File: src/rtl/fifo_wr_packer_pkg.sv
// Shared definitions for the write-side FIFO producer and the FIFO stages.
package fifo_wr_packer_pkg;

    // Default FIFO word width, shared with the pointer/memory stages.
    localparam int FIFO_DATA_WIDTH = 8;

    // Packer state encoding.
    typedef enum logic {
        IDLE = 1'b0,
        PUSH = 1'b1
    } state_e;

endpackage

File: src/rtl/fifo_wr_packer.sv
// Write-domain frame packer: takes one wide word (1..MAX_BYTES bytes) per
// handshake and streams it into the async FIFO one byte per cycle,
// stalling on wfull. The last-byte cycle can accept the next frame, so
// back-to-back frames leave no bubble.
module fifo_wr_packer
    import fifo_wr_packer_pkg::*;
#(
    parameter int DATA_WIDTH = FIFO_DATA_WIDTH,
    parameter int MAX_BYTES  = 2,
    parameter int LEN_W      = 1,
    parameter int MSB_FIRST  = 0
) (
    input  logic                            w_clk,
    input  logic                            wrst,
    input  logic                            in_valid,
    output logic                            in_ready,
    input  logic [DATA_WIDTH*MAX_BYTES-1:0] in_data,
    input  logic [LEN_W-1:0]                in_nbytes,
    input  logic                            wfull,
    output logic                            w_inc,
    output logic [DATA_WIDTH-1:0]           w_data,
    output logic                            busy
);

    localparam int FRAME_W = DATA_WIDTH * MAX_BYTES;

    state_e             state_q, state_d;
    logic [FRAME_W-1:0] shreg_q, shreg_d;
    logic [LEN_W-1:0]   rem_q,   rem_d;
    logic [LEN_W-1:0]   len_clamped;

    // Clamp oversized length requests to a full frame.
    always_comb begin
        if (int'(in_nbytes) >= MAX_BYTES) begin
            len_clamped = LEN_W'(MAX_BYTES - 1);
        end else begin
            len_clamped = in_nbytes;
        end
    end

    // Output byte is taken straight from the output end of the shift register.
    always_comb begin
        if (MSB_FIRST != 0) begin
            w_data = shreg_q[FRAME_W-1 -: DATA_WIDTH];
        end else begin
            w_data = shreg_q[DATA_WIDTH-1:0];
        end
    end

    // Next-state, shift/count update and handshake outputs.
    always_comb begin
        state_d  = state_q;
        shreg_d  = shreg_q;
        rem_d    = rem_q;
        in_ready = 1'b0;
        w_inc    = 1'b0;
        busy     = 1'b0;
        case (state_q)
            IDLE: begin
                in_ready = 1'b1;
                if (in_valid) begin
                    shreg_d = in_data;
                    rem_d   = len_clamped;
                    state_d = PUSH;
                end
            end
            PUSH: begin
                busy  = 1'b1;
                w_inc = !wfull;
                if (!wfull) begin
                    // Consume the byte at the output end; zero-fill behind it.
                    if (MSB_FIRST != 0) begin
                        shreg_d = shreg_q << DATA_WIDTH;
                    end else begin
                        shreg_d = shreg_q >> DATA_WIDTH;
                    end
                    if (rem_q != '0) begin
                        rem_d = rem_q - LEN_W'(1);
                    end else begin
                        // Last byte leaving: open the door for the next frame.
                        state_d  = IDLE;
                        in_ready = 1'b1;
                        if (in_valid) begin
                            shreg_d = in_data;
                            rem_d   = len_clamped;
                            state_d = PUSH;
                        end
                    end
                end
            end
            default: state_d = IDLE;
        endcase
        // A reset cycle must never write into the FIFO, whatever the state.
        if (wrst) begin
            w_inc = 1'b0;
        end
    end

    // State, shift register and byte counter.
    always_ff @(posedge w_clk) begin
        if (wrst) begin
            state_q <= IDLE;
            shreg_q <= '0;
            rem_q   <= '0;
        end else begin
            state_q <= state_d;
            shreg_q <= shreg_d;
            rem_q   <= rem_d;
        end
    end

endmodule
File: config.mk
export PLATFORM = sky130hd
export DESIGN_NAME = fifo_wr_packer
export DESIGN_NICKNAME = d
export VERILOG_FILES = /design/src/rtl/fifo_wr_packer_pkg.sv /design/src/rtl/fifo_wr_packer.sv
export SDC_FILE = /design/constraint.sdc
export NUM_CORES = 1
export LEC_CHECK = 0
export BUFFER_PORTS_ARGS = -buffer_cell sky130_fd_sc_hd__clkbuf_2
export CORE_AREA = 5 5 52 54
export CTS_BUF_LIST = sky130_fd_sc_hd__clkbuf_8
export CTS_CLUSTER_SIZE = 24
export DETAILED_ROUTE_END_ITERATION = 12
export DIE_AREA = 0 0 57 59
export GPL_TIMING_DRIVEN = 0
export PLACE_DENSITY = 0.83
export SKIP_CTS_REPAIR_TIMING = 1
export SLEW_MARGIN = 10
export SYNTH_ARGS = -nofsm -noshare
export SYNTH_HDL_FRONTEND = slang
export SYNTH_SLANG_ARGS = --single-unit
File: constraint.sdc
create_clock -name w_clk -period 1.05 [get_ports w_clk]
set_input_delay 0 -clock w_clk [delete_from_list [all_inputs] [get_ports w_clk]]
set_output_delay 0 -clock w_clk [all_outputs]
set_load 0.01 [all_outputs]
# Yosys cells after proc, flatten, opt, wreduce, memory -nomap -nowiden
# Cells that the tools add are included.
# classes
addsub	1
eq_ne	2
muxes	20
bitwise_logic	1
n_reduce_logical	2
# ops
op	count
two-way mux 16 bit	4
one-hot mux 16 bit (2 select lines)	1
two-way mux 1 bit	12
one-hot mux 1 bit (2 select lines)	3
!= test 2 bit (second input constant)	2
AND reduction 2 bit	1
zero test 1 bit	1
inverter 1 bit	1
subtractor 1 bit (second input constant)	1
# word_totals
ff_bits	18
word_cells	29

# Depth between registers and ports, before layout
# Gate-level depths: netlist of the first run.
# logic_depth
ltp_word	4
depth_mapped	5
depth_no_buf	3

# Worst setup path after synthesis of the first run
# Ideal clock, no wire load.
# synth_path
path_type	reg-to-reg
startpoint	register state_q
endpoint	register shreg_q[10]
setup_ns	0.124
arrival_time_ns	0.982
required_time_ns	0.926
path_slack_ns	-0.056
path_stages_with_launch	6
n_path_buf	2
path_cell_list	dfxtp_1 buf_2 o21ai_2 buf_6 nand3_2 a21oi_2
# synth_via
elab_chain_len	3
word_cells_on_any_way	5
cone_classes	2 x eq/ne; 1 x mux; 1 x bitwise; 1 x reduce/logical
# synth_lines
item	line_no	text
from (decl)	fifo_wr_packer.sv:27	state_e state_q, state_d;
from (signal assigned)	fifo_wr_packer.sv:106	state_q <= state_d;
inverter 1 bit	--	
!= test 2 bit (no source line)	--	
AND reduction 2 bit (no source line)	--	
to (signal assigned)	fifo_wr_packer.sv:107	shreg_q <= shreg_d;
to (decl)	fifo_wr_packer.sv:28	logic [FRAME_W-1:0] shreg_q, shreg_d;
# Several ways; a longest one is shown, not always the timed one.
# A chain may end at the register's enable or synchronous reset.

# Final worst setup path of the first run
# layout_path
startpoint	register state_q
endpoint	register shreg_q[7]
# Same word-level chain as after synthesis.

==> metrics, run 1 <==
standard cell area after detailed placement=0.001144 mm^2; Synth Flop Type=dfxtp_1; Top Ports=32; CTS Buffer Depth=2; number of global-route vias before repair=822; Yosys cell types=19; Period Utilization, post-route=110.1%; Antenna diodes=0; status=finished with violations; data arrival time of the critical path=1.30 ns; setup repair after global routing missed its margin=yes; total net switching power=0.0004719 W; cell-internal power=0.001208 W; hold slack final=-0.01151 ns; GR met1 Demand/Resource=18.31%; core occupancy in the finished layout=62.11%; Worst Setup Start Kind=register; violated checks=negative hold slack, negative setup slack; area of the core=0.002170 mm^2; simple-gate portion of the synthesized area=27.26%; number of enable flip-flop cells after synthesis=0; combinational share of power=26.2%; busiest layer in global routing=met2; routability congestion estimate from global placement=0.7278; Post-Synthesis Cells=107; clock latency of the later-clocked register in the worst-skew pair=0.25 ns; fraction of synthesized cell area taken by the top area cell type=37.75%; worst-case setup margin in the final layout=-0.1062 ns; maximum number of pins on one net before global-route repair=11; post-route cell area=0.001348 mm^2; combinational family with the most area after synthesis=simple AND/OR/NAND/NOR gates; category of the most critical setup path=register to register; Commonest cells post-synth=18 x dfxtp_1, 18 x nand3_1, 11 x buf_4; Post-Synthesis Mean Instance Area=8.922 um^2; PwrDens=1247 mW/mm^2; buffer type at the clock tree root=clkbuf_8; compound-gate portion of the synthesized area=21.23%; layout cells sized above 1=60.27%; layout-stage area growth over the synthesis result=41.15%; net count of the mapped netlist=128; total via count after detailed routing=920; row cnt=17; met3 GRT Util=3.268%; number of fill cells in the layout=203; fmax=0.8649 GHz; Initial DRC Count=19; Final Net Count=169; maximum VDD drop=0.6436 mV; xor and xnor area share after synthesis=0%; worst slew slack as a fraction of its limit=79.47%; H-tree lvl count=1; TritonCTS clock tree=built; Slew Viols, Final=0; Vias per Instance=5.287; top cell type by total area after synthesis=dfxtp_1; area of the multi-input gates=531.8 um^2; Remaining Overflow, GRT=0; Slew @ Worst Pin=0.3080 ns; flip-flop and latch count after synthesis=18; sequential share of the synthesized area=37.75%; starting density of the core=44.00%; fraction of synthesized area in multiplexers=0%; total routing usage reported by global routing=13.52%; # port buffers=30; height of the chip=59 um; number of maximum-capacitance constraint violations=0; routed length per placed instance=14.36 um; post-route minimum period=1.156 ns; top cells by area in the synthesized netlist=dfxtp_1 38%, nand3_1 9.4%, buf_4 8.7%; synthesis warning total=0; iteration count of the initial detailed-routing pass=4; Hold WC Path Type=input pin to register; number of clock sinks=18; peak fanout along the critical path=8; CTS Buf Count=3; critical path required time=1.20 ns; capturing element type of the critical path=register; adder-cell area share of the yosys netlist=0%; Seq pwr share=45.8%; register cell area after layout=367.9 um^2; static leakage=0.5557 nW; Final ANT Viol Nets=0; met2 track demand over resource in global routing=21.86%; Mapped Area=954.7 um^2; number of setup violations in the final report=9; wire length of the first global-routing pass=3677 um; clock network fraction of design power=28.0%; Die ar.=0.003363 mm^2; clk slew on worst S/H paths=0.07 ns; drt total wl=2499 um; Worst Clk Skew=0.003018 ns; antenna violations before repair=0; switching portion of total power=28.08%; share of async-settable or async-resettable flops after synthesis=0%; half-perimeter wire length of the detailed placement result=1780 um; Hold Vio Cnt, Final=5; total DRC errors in the routed layout=0; horizontal extent of the die=57 um
[routing by layer]
metal,vias to the layer above,part of all wire (%)
met2,33,49
met1,425,44
met4,0,0.24
met5,-,0
met3,2,6.8
li1,460,-
[flip-flops by register name (all words and copies together) (netlist names)]
| name | count |
|---|---|
| rem_q | 1 |
| shreg_q | 16 |
| state_q | 1 |
[critical path, stage by stage (launching register included)]
cell and delay (ns):
dfxtp_4 0.39, nor2b_1 0.15, buf_4 0.17, nor3_1 0.07, a311oi_2 0.27
[through the flow]
step	cells	TNS [ns]	power (W)	worst slack (ns)
floorplan	107	0	0.001028	0.03580
global placement	165	-0.01149	0.001130	-0.006054
detailed placement	165	-0.4339	0.001148	-0.08398
CTS	168	-0.9480	0.001604	-0.1453
global route	174	-1.326	0.001758	-0.1961
finish	174	-0.4085	0.001680	-0.1062
[cell families after synthesis]
family	Yosys count
and+or+nand+nor	42
AOI/OAI and AO/OA	27
buffers and inverters	20
DFF	18
[layout by cell type (no fill, tap or decap)]
master         synthesis  layout
clkbuf_2               0      28
nand3_1               18      18
dfxtp_1               18      16
buf_4                 11      13
a21oi_2                9       9
nand3_2                8       8
buf_6                  1       7
o21ai_1                8       7
nor3_1                 8       7
a311oi_2               0       5
buf_2                  6       3
a311oi_1               8       3
clkbuf_8               0       3
nand2b_1               3       2
nor2b_1                2       2
dfxtp_4                0       2
nand2b_4               0       1
nor2_4                 0       1
buf_8                  0       1
o21ai_4                0       1
inv_1                  1       1
nand2_4                0       1
inv_2                  1       1
and2b_4                0       1
clkbuf_4               0       1
nor3_2                 0       1
a21oi_1                1       1
o21ai_2                1       1
dlygate4sd3_1          0       1
[worst paths after layout]
kind                                   from     endpoint  slack (ns)  cells after the start
worst max-delay path                state_q   shreg_q[7]       -0.11                      4
worst min-delay path            in_data[15]  shreg_q[15]       -0.01                      3
worst max register to register      state_q   shreg_q[7]       -0.11                      4
worst min register to register   shreg_q[8]   shreg_q[8]        0.49                      2
[area by class of cell]
cell class | instances | share of cell area (%)
tap | 28 | 2.600
buffer | 18 | 10.86
timing repair buffer | 36 | 16.16
inverter | 2 | 0.5571
clock buffer | 3 | 3.064
sequential | 18 | 27.30
multi-input combinational | 69 | 39.46
[power by group through the flow]
stage | Combinational, W | Clock (W) | Sequential [W]
after floorplan | 0.000253 | 0 | 0.000775
after global placement | 0.000350 | 0 | 0.000780
after detailed placement | 0.000365 | 0 | 0.000783
after CTS | 0.000366 | 0.000471 | 0.000767
after global routing | 0.000478 | 0.000504 | 0.000775
final | 0.000440 | 0.000471 | 0.000770
(Power assumes the default switching activity.)
==> inputs of run 2 (changes only) <==
--- a/config.mk
+++ b/config.mk
@@ -5,14 +5,15 @@
 export SDC_FILE = /design/constraint.sdc
 export NUM_CORES = 1
 export LEC_CHECK = 0
+export ABC_AREA = 1
 export BUFFER_PORTS_ARGS = -buffer_cell sky130_fd_sc_hd__clkbuf_2
-export CORE_AREA = 5 5 52 54
+export CORE_AREA = 5 5 53 55
 export CTS_BUF_LIST = sky130_fd_sc_hd__clkbuf_8
-export CTS_CLUSTER_SIZE = 24
+export CTS_CLUSTER_SIZE = 8
 export DETAILED_ROUTE_END_ITERATION = 12
-export DIE_AREA = 0 0 57 59
+export DIE_AREA = 0 0 58 60
 export GPL_TIMING_DRIVEN = 0
-export PLACE_DENSITY = 0.83
+export PLACE_DENSITY = 0.82
 export SKIP_CTS_REPAIR_TIMING = 1
 export SLEW_MARGIN = 10
 export SYNTH_ARGS = -nofsm -noshare
==> run 2 against run 1 <==
Sequential share of layout area up 0.46 points. Routed wire length down 12%. Synthesized area grew 2.0%. Synthesized cell count grew 37%. Combinational power rose by 5.0%. Setup slack better by 0.041 ns. The flow finishes with violations (negative setup slack). Cell count up 24%.
==> metrics, run 2 <==
status=finished with violations; violated checks=negative setup slack; Top Ports=32 (unchanged); flip-flop and latch count after synthesis=18 (unchanged); critical path required time=1.20 ns (about the same); Period Utilization, post-route=106.2% (-3.9 points); wire length of the first global-routing pass=3298 um (-10%); leading cell types in the layout, fill and taps excluded=29 x clkbuf_2, 26 x nor2_1, 26 x nand2_1, 22 x inv_1, 16 x dfxtp_1; Vias per Instance=4.509 (-15%); Largest register FFs=16 (unchanged); row cnt=18 (+1); setup repair after global routing missed its margin=yes; Die ar.=0.003480 mm^2 (+3.5%); Yosys cell types=13 (-6); Worst Setup Start Kind=register; Synth Flop Type=dfxtp_1; capturing element type of the critical path=register; cell breakdown of the critical path=buf_6 -> nand2_4 -> nand2_8 -> buf_6 -> o21ai_1 -> nor2_1; number of enable flip-flop cells after synthesis=0 (unchanged); buffering stage count on the worst path with inverters included=2 (+1); drt total wl=2206 um (-12%); post-route cell area=0.001316 mm^2 (-2.3%); share of async-settable or async-resettable flops after synthesis=0% (unchanged); worst stage delay on the critical path=0.36 ns (-0.03 ns); total DRC errors in the routed layout=0 (unchanged); worst slew slack as a fraction of its limit=66.17% (-13 points); number of clock sinks=18 (unchanged); Mapped Area=973.4 um^2 (+2.0%); total via count after detailed routing=974 (+5.9%); CTS Buf Count=3 (unchanged); kind of cell with the highest combined delay on the critical path=flip-flops; sequential share of the synthesized area=37.02% (-0.73 points); H-tree lvl count=1 (unchanged); maximum VDD drop=0.9691 mV (+51%); static leakage=0.7424 nW (+34%); area of the core=0.002342 mm^2 (+8.0%); Post-Synthesis Mean Instance Area=6.622 um^2 (-26%); routed length per placed instance=10.21 um (-29%); Largest Register=shreg_q; Post-Synthesis Cells=147 (+37%); Final ANT Viol Nets=0 (unchanged); Hold WC Path Type=input pin to register; antenna violations before repair=0 (unchanged); routability congestion estimate from global placement=0.8138 (+12%); Final Net Count=208 (+23%); number of global-route vias before repair=797 (-3.0%); worst-case setup margin in the final layout=-0.06520 ns (+0.04103 ns); horizontal extent of the die=58 um (+1.8%); post-route minimum period=1.115 ns (-0.04103 ns); number of maximum-capacitance constraint violations=0 (unchanged); core occupancy in the finished layout=56.20% (-5.9 points); slowest CP cell=dfxtp_4; most common cell after layout, fill and taps aside=clkbuf_2; Hold Vio Cnt, Final=0 (-5); most instantiated library cell after synthesis=nand2_1; starting density of the core=41.56% (-2.4 points); Commonest cells post-synth=28 x nand2_1, 26 x nor2_1, 22 x inv_1; largest registers ranked by flip-flop count=shreg_q x16, rem_q x1, state_q x1; clock latency of the later-clocked register in the worst-skew pair=0.25 ns (about the same); Slew @ Worst Pin=0.5074 ns (+0.1994 ns); Worst Clk Skew=0.001344 ns (-0.001674 ns); PwrDens=1374 mW/mm^2 (+10%); number of setup violations in the final report=18 (+9); layout-stage area growth over the synthesis result=35.22%; height of the chip=60 um (+1.7%); Initial DRC Count=23 (+4); CTS Buffer Depth=2 (unchanged); Antenna diodes=0 (unchanged); net count of the mapped netlist=168 (+31%); TritonCTS clock tree=built; total power draw=0.001808 W (+7.6%); Remaining Overflow, GRT=0 (unchanged); top cells by area in the synthesized netlist=dfxtp_1 37%, nand2_1 11%, nor2_1 10%; Slew Viols, Final=0 (unchanged); fmax=0.8967 GHz (+3.7%); buffer type at the clock tree root=clkbuf_8; clk slew on worst S/H paths=0.07 ns (about the same); half-perimeter wire length of the detailed placement result=1459 um (-18%); top cell type by total area after synthesis=dfxtp_1; maximum number of pins on one net before global-route repair=11 (unchanged); synthesis warning total=0 (unchanged); standard cell area after detailed placement=0.001167 mm^2 (+2.1%); peak fanout along the critical path=10 (+2); category of the most critical setup path=register to register; fraction of synthesized cell area taken by the top area cell type=37.02% (-0.73 points); layout cells sized above 1=36.02% (-24 points); total routing usage reported by global routing=12.23% (-1.3 points); data arrival time of the critical path=1.26 ns (-0.04 ns); library cell appearing most often on the critical path=buf_6; iteration count of the initial detailed-routing pass=4 (unchanged); # port buffers=31 (+3.3%)
[run 2: changes by cell type after synthesis, sizes merged, moves of 2 or more]
cell and delta:
nor2b -2, o21ai +9, buf -4, inv +20, nor3 -8, nand2 +30
nand2b -3, nor2 +25, a311oi -8, nand3 -18
[run 2: cell families (layout without fill, tap and decap cells)]
group           Yosys count  after routing  synth area share (%)
simple gates             65             65                 27.89
flops                    18             18                 37.02
compound gates           27             27                 13.88
buf+inv                  37             76                 21.21
[run 2: power breakdown]
| part | leakage [nW] | switching (W) | internal [W] |
|---|---|---|---|
| clock network | 0.0288 | 0.000219 | 0.000333 |
| logic | 0.563 | 0.000238 | 0.000224 |
| registers | 0.150 | 0.0000446 | 0.000749 |
| total | 0.742 | 0.000502 | 0.00131 |
[run 2: area by class of cell]
class                           count  area [um^2]
Sequential cell                    18        365.4
Fill cell                         222         1026
Buffer                             15        135.1
Tap cell                           30        37.54
Timing Repair Buffer               35        185.2
Multi-Input combinational cell     92        455.4
Clock buffer                        4        55.05
Inverter                           22        82.58
[run 2: path summary, 6_finish.rpt]
kind | startpoint | endpoint | slack [ns] | depth (start not counted)
max | state_q | shreg_q[10] | -0.07 | 6
max reg2reg | state_q | shreg_q[10] | -0.07 | 6
min | in_nbytes | rem_q | 0.02 | 5
min reg2reg | shreg_q[3] | shreg_q[3] | 0.51 | 2
[run 2: worst min-delay path, cell delays in order]
cell and delay (ns):
clkbuf_2 0.08, nand2_1 0.05, nand2_1 0.04, inv_1 0.04, nor2_1 0.03
[run 2: stage by stage]
stage                     setup TNS [ns]  setup WS (ns)  hold slack [ns]  instances
after CTS                        -0.5008        -0.1329         -0.07550        212
after floorplan                        0        0.02232          0.04753        147
after global routing              -1.503        -0.1060          0.03868        216
after detailed placement         -0.1528       -0.03680           0.1896        208
final                            -0.6465       -0.06520          0.02038        216
after global placement          -0.08625       -0.02597           0.1878        208
[run 2: metal layers]
| metal | part of all wire [%] | global-route usage [%] | wire length, um | up-vias |
|---|---|---|---|---|
| met5 | 0 | 0 | 0 | - |
| met4 | 1.7 | 4.636 | 38 | 0 |
| met3 | 6.2 | 2.808 | 137 | 7 |
| met2 | 51 | 20.97 | 1118 | 31 |
| met1 | 41 | 14.84 | 912 | 413 |
| li1 | - | - | - | 523 |
